`src/rtl/rr_bus_arbiter_if.sv`:
```
// Request/grant bundle between the bus masters (cores) and the round-robin arbiter.
interface rr_bus_arbiter_if #(
  parameter int unsigned NumOfRequesters = 4,
  parameter int unsigned IdxWidth        = (NumOfRequesters > 1) ? $clog2(NumOfRequesters) : 1
);
  logic [NumOfRequesters-1:0] req;
  logic [NumOfRequesters-1:0] done;
  logic [NumOfRequesters-1:0] access;
  logic                       busy;
  logic [IdxWidth-1:0]        owner;
  logic                       timeout;

  modport master (
    output req,
    output done,
    input  access,
    input  busy,
    input  owner,
    input  timeout
  );

  modport slave (
    input  req,
    input  done,
    output access,
    output busy,
    output owner,
    output timeout
  );
endinterface

```
`src/rtl/rr_bus_arbiter.sv`:
```
// Round-robin bus arbiter with bounded tenure and one dead turnaround cycle between owners.
module rr_bus_arbiter #(
  parameter int unsigned NumOfRequesters = 4,
  parameter int unsigned MaxTenure       = 16,
  parameter int unsigned IdxWidth        = (NumOfRequesters > 1) ? $clog2(NumOfRequesters) : 1
) (
  input  logic            clk_i,
  input  logic            rst_ni,
  rr_bus_arbiter_if.slave bus
);

  localparam int unsigned CntWidth = (MaxTenure > 2) ? $clog2(MaxTenure) : 1;
  localparam logic [IdxWidth-1:0] LastIdx  = IdxWidth'(NumOfRequesters - 1);
  localparam logic [CntWidth-1:0] CntLimit = CntWidth'(MaxTenure - 1);

  typedef enum logic {StIdle, StGrant} state_e;

  state_e                     state_q, state_d;
  logic [IdxWidth-1:0]        ptr_q, ptr_d;
  logic [CntWidth-1:0]        cnt_q, cnt_d;
  logic [IdxWidth-1:0]        owner_q, owner_d;
  logic [NumOfRequesters-1:0] access_q, access_d;
  logic                       busy_q, busy_d;
  logic                       timeout_q, timeout_d;

  logic                win_found;
  logic [IdxWidth-1:0] win_idx;
  logic [IdxWidth-1:0] cand;
  int unsigned         sum;
  logic                own_req, own_done, release_own;

  // First requester at or after ptr_q, wrapping; ptr_q < N so one subtraction wraps.
  always_comb begin
    win_found = 1'b0;
    win_idx   = '0;
    cand      = '0;
    sum       = 0;
    for (int unsigned i = 0; i < NumOfRequesters; i++) begin
      sum = 32'(ptr_q) + i;
      if (sum >= NumOfRequesters) sum = sum - NumOfRequesters;
      cand = IdxWidth'(sum);
      if (!win_found && bus.req[cand]) begin
        win_found = 1'b1;
        win_idx   = cand;
      end
    end
  end

  assign own_req     = bus.req[owner_q];
  assign own_done    = bus.done[owner_q];
  assign release_own = own_done | ~own_req | (cnt_q == CntLimit);

  always_comb begin
    state_d   = state_q;
    ptr_d     = ptr_q;
    cnt_d     = cnt_q;
    owner_d   = owner_q;
    access_d  = access_q;
    busy_d    = busy_q;
    timeout_d = 1'b0;
    unique case (state_q)
      StIdle: begin
        if (win_found) begin
          access_d          = '0;
          access_d[win_idx] = 1'b1;
          owner_d           = win_idx;
          cnt_d             = '0;
          busy_d            = 1'b1;
          state_d           = StGrant;
        end
      end
      StGrant: begin
        if (release_own) begin
          access_d  = '0;
          busy_d    = 1'b0;
          state_d   = StIdle;
          ptr_d     = (owner_q == LastIdx) ? '0 : owner_q + IdxWidth'(1);
          // Owner still wanted the bus and did not finish: only the tenure limit ended it.
          timeout_d = own_req & ~own_done;
        end else begin
          cnt_d = cnt_q + CntWidth'(1);
        end
      end
      default: state_d = StIdle;
    endcase
  end

  always_ff @(posedge clk_i or negedge rst_ni) begin
    if (!rst_ni) begin
      state_q   <= StIdle;
      ptr_q     <= '0;
      cnt_q     <= '0;
      owner_q   <= '0;
      access_q  <= '0;
      busy_q    <= 1'b0;
      timeout_q <= 1'b0;
    end else begin
      state_q   <= state_d;
      ptr_q     <= ptr_d;
      cnt_q     <= cnt_d;
      owner_q   <= owner_d;
      access_q  <= access_d;
      busy_q    <= busy_d;
      timeout_q <= timeout_d;
    end
  end

  assign bus.access  = access_q;
  assign bus.busy    = busy_q;
  assign bus.owner   = owner_q;
  assign bus.timeout = timeout_q;

endmodule
```
`src/flat_wrapper.sv`:
```
// flat-port wrapper written by rule: the top's interface ports become plain ports
module rr_bus_arbiter_flat 
#(
  parameter int unsigned NumOfRequesters = 4,
  parameter int unsigned MaxTenure       = 16,
  parameter int unsigned IdxWidth        = (NumOfRequesters > 1) ? $clog2(NumOfRequesters) : 1
)
  (clk_i, rst_ni, bus_req, bus_done, bus_access, bus_busy, bus_owner, bus_timeout);
  rr_bus_arbiter_if #(.NumOfRequesters(NumOfRequesters), .IdxWidth(IdxWidth)) bus_i ();
  input  logic clk_i;
  input  logic rst_ni;
  input wire logic [$bits(bus_i.req)-1:0] bus_req;
  input wire logic [$bits(bus_i.done)-1:0] bus_done;
  output wire logic [$bits(bus_i.access)-1:0] bus_access;
  output wire logic [$bits(bus_i.busy)-1:0] bus_busy;
  output wire logic [$bits(bus_i.owner)-1:0] bus_owner;
  output wire logic [$bits(bus_i.timeout)-1:0] bus_timeout;
  assign bus_i.req = bus_req;
  assign bus_i.done = bus_done;
  assign bus_access = bus_i.access;
  assign bus_busy = bus_i.busy;
  assign bus_owner = bus_i.owner;
  assign bus_timeout = bus_i.timeout;
  rr_bus_arbiter #(.NumOfRequesters(NumOfRequesters), .MaxTenure(MaxTenure), .IdxWidth(IdxWidth)) u_core (.clk_i(clk_i), .rst_ni(rst_ni), .bus(bus_i));
endmodule
```
`config.mk`:
```
export PLATFORM = sky130hd
export DESIGN_NAME = rr_bus_arbiter_flat
export DESIGN_NICKNAME = d
export VERILOG_FILES = /design/src/rtl/rr_bus_arbiter_if.sv /design/src/rtl/rr_bus_arbiter.sv /design/src/flat_wrapper.sv
export SDC_FILE = /design/constraint.sdc
export NUM_CORES = 1
export LEC_CHECK = 0
export ABC_AREA = 1
export ABC_CLOCK_PERIOD_IN_PS = 1400
export BUFFER_PORTS_ARGS = -buffer_cell sky130_fd_sc_hd__buf_2
export CAP_MARGIN = 30
export CORE_ASPECT_RATIO = 0.75
export CORE_MARGIN = 2
export CORE_UTILIZATION = 30
export CTS_BUF_LIST = sky130_fd_sc_hd__clkbuf_16
export DETAILED_ROUTE_END_ITERATION = 6
export GPL_ROUTABILITY_DRIVEN = 0
export REMOVE_ABC_BUFFERS = 1
export SKIP_CTS_REPAIR_TIMING = 1
export SLEW_MARGIN = 20
export SYNTH_ARGS = -nofsm -noshare
export SYNTH_HDL_FRONTEND = slang
export SYNTH_SLANG_ARGS = --single-unit
export TNS_END_PERCENT = 1
```
`constraint.sdc`:
```
create_clock -name clk_i -period 1.4 [get_ports clk_i]
set_clock_uncertainty 0.05 [all_clocks]
set_input_delay 0.21 -clock clk_i [delete_from_list [all_inputs] [get_ports clk_i]]
set_output_delay 0.21 -clock clk_i [all_outputs]
set_load 0.1 [all_outputs]
```
==> reports/results.txt <==
Status: finished, violations left
Failing checks: setup timing
I/O pins: 18
Post-synth EDFFs: 0
Met1 Use GR: 19.4%
GR Layer Usage met3: 4.24%
Critical path startpoint category: flip-flop
Final min period: 1660 ps
Final core occ: 48.5%
Post-synth top cells: 56 x nand2_1, 20 x nand3_1, 15 x dfrtp_1, 10 x inv_1, 7 x nor2_1
Drt wl/cell: 11.2 µm
Dpl hpwl: 1960 µm
Max-cap violations: 0
Port Buf Inserts: 17
Total Nets Final: 207
Cts bufs inserted: 3
Routed vias/inst: 4.60
Final Cell Area: 0.00160 mm²
Non-filler cells, final: 234
Area growth syn-to-layout: 55.7%
Largest net degree at the start of global routing: 16
Die area: 0.00390 mm²
Post-route ant nets: 0
Clock Latency Late Sink: 240 ps
Clock slew at reported path FFs: 50 ps
Cell count after placement: 226
Least-Margin Pin Slew: 488 ps
Hold Crit Class: in2reg
Cell taking the most area after synthesis: dfrtp_1
Worst setup path category: reg2reg
Filler instances: 334
Max Fclk: 602 MHz
Most instantiated library cell after synthesis: nand2_1
Layout cells sized above 1: 43.8%
Relative slew slack: 67.7%
Final worst slack: -262 ps
Crit path max fanout: 7
Primary FF master, synth: dfrtp_1
Initial Util: 31.2%
Fin. max-slew vios: 0
Initial DRC count: 71
Clk buf depth: 2
First-pass GRT wire length: 4010 µm
H-tree Lvls: 1
Total gr overflow: 0
Clock root buffer: clkbuf_16
Total GRT Usage: 13.6%
Post-synth top area share: 36.6%
Gr busiest metal: met2
Synthesized cell area: 0.00102 mm²
RSZ-0062 raised after global routing: true
Reg2reg setup slack: -260 ps
Hold slack final: 292 ps
Fin. Hold Viols: 0
Syn Inst Count: 145
Crit share post-route: 119%
Async S/R FF share, synth: 100%
Number of global-route vias before repair: 905
Register area: 378 µm²
Drt total wl: 2620 µm
Vias post-DR: 1,076
Final setup fails: 14
Diode count: 0
CP arrival: 1790 ps
Sequential share of the synthesized area: 36.6%
M2 GR Usage: 20.4%
Initial antenna violation count: 0
DRC viols: 0
Largest cells by area after synthesis: dfrtp_1 37%, nand2_1 21%, nand3_1 9.8%
Synthesized area per cell: 7.07 µm²
Area of placed instances: 0.00137 mm²
TritonCTS clock tree: yes
Die W: 71.5 µm
Synth Register Bits: 15
Die span in y: 54.6 µm
Reg2Reg Depth: 10
Area of the multi-input gates: 666 µm²
Core ar.: 0.00329 mm²
Row cnt: 18
Setup crit end kind: flip-flop
Netlist cell types: 27
Sink Count: 15
Synth warn: 0
Critical path required time: 1530 ps
Worst hold stages: 4
First-pass iteration count of the detailed router: 4
## state kept, by name (all words and copies together), names as in the netlist
| name | cells |
|---|---|
| u_core.bus.access | 4 |
| u_core.bus.busy | 1 |
| u_core.bus.owner | 2 |
| u_core.bus.timeout | 1 |
| u_core.cnt_q | 4 |
| u_core.ptr_q | 2 |
| u_core.state_q | 1 |
## logic make-up (layout without fill, tap and decap cells)
family / count (synthesis) / count (layout) / synth area share [%]
AND/OR/NAND/NOR: 98 / 98 / 43.8
flip-flops: 15 / 15 / 36.6
buffers and inverters: 15 / 64 / 6.72
AO/OA/AOI/OAI: 13 / 13 / 8.67
adder cells (fa/ha/maj): 2 / 2 / 2.44
XOR/XNOR: 2 / 2 / 1.71
## final cells by class
| type | instances | area share, % |
|---|---|---|
| Sequential cell | 15 | 23.7 |
| Inverter | 13 | 3.53 |
| Timing Repair Buffer | 47 | 23.0 |
| Clock inverter | 1 | 0.235 |
| Tap cell | 40 | 3.14 |
| Clock buffer | 3 | 4.71 |
| Multi-Input combinational cell | 115 | 41.7 |
## stage by stage
stage                     setup WS (ps)  setup TNS, ps
after floorplan                    -642          -7630
after global placement             -239          -2260
after detailed placement           -239          -2610
after CTS                          -267          -2960
after global routing               -363          -4260
final                              -262          -2920
## path summary, 6_finish.rpt
check,startpoint,end
setup / recovery,u_core.ptr_q[0],u_core.bus.access[0]
hold / removal,bus_done[0],u_core.bus.timeout
setup reg to reg,u_core.ptr_q[0],u_core.bus.access[0]
hold reg to reg,u_core.bus.busy,u_core.bus.busy
max in group asynchronous,rst_ni,u_core.ptr_q[0]
min in group asynchronous,rst_ni,u_core.cnt_q[2]
## layout by cell type, fill, tap and decap left out, types with 2 or more instances in the layout
cell and instances:
buf_2 15, dfrtp_2 2, nand2_2 14, buf_4 25
dfrtp_1 13, nand4_1 3, o21ai_4 2, a21oi_1 2
inv_1 10, ha_1 2, buf_12 3, nor2_1 7
buf_6 3, inv_2 2, nand3_1 15, clkbuf_16 3
nand2_1 46, nand2_4 3, nand3_2 6, o21ai_1 4
## layer usage
| layer | share of wire (%) | routed length (µm) |
|---|---|---|
| met1 | 52 | 1360 |
| met2 | 44 | 1140 |
| met5 | 0 | 0 |
| met3 | 4.1 | 108 |
| met4 | 0 | 0 |
## worst max-delay path, stage by stage, from the launching register on
cell	delay [ps]
dfrtp_2	440
buf_6	150
nand2_2	50
nand2_2	80
buf_12	140
nand2_2	80
o21ai_4	80
o21ai_4	240
buf_6	170
nand3_2	70
nand2_2	60
Power is left out: the tool's default activity adds up to more than one toggle a clock period on the data nets, which glitch-free logic cannot reach.
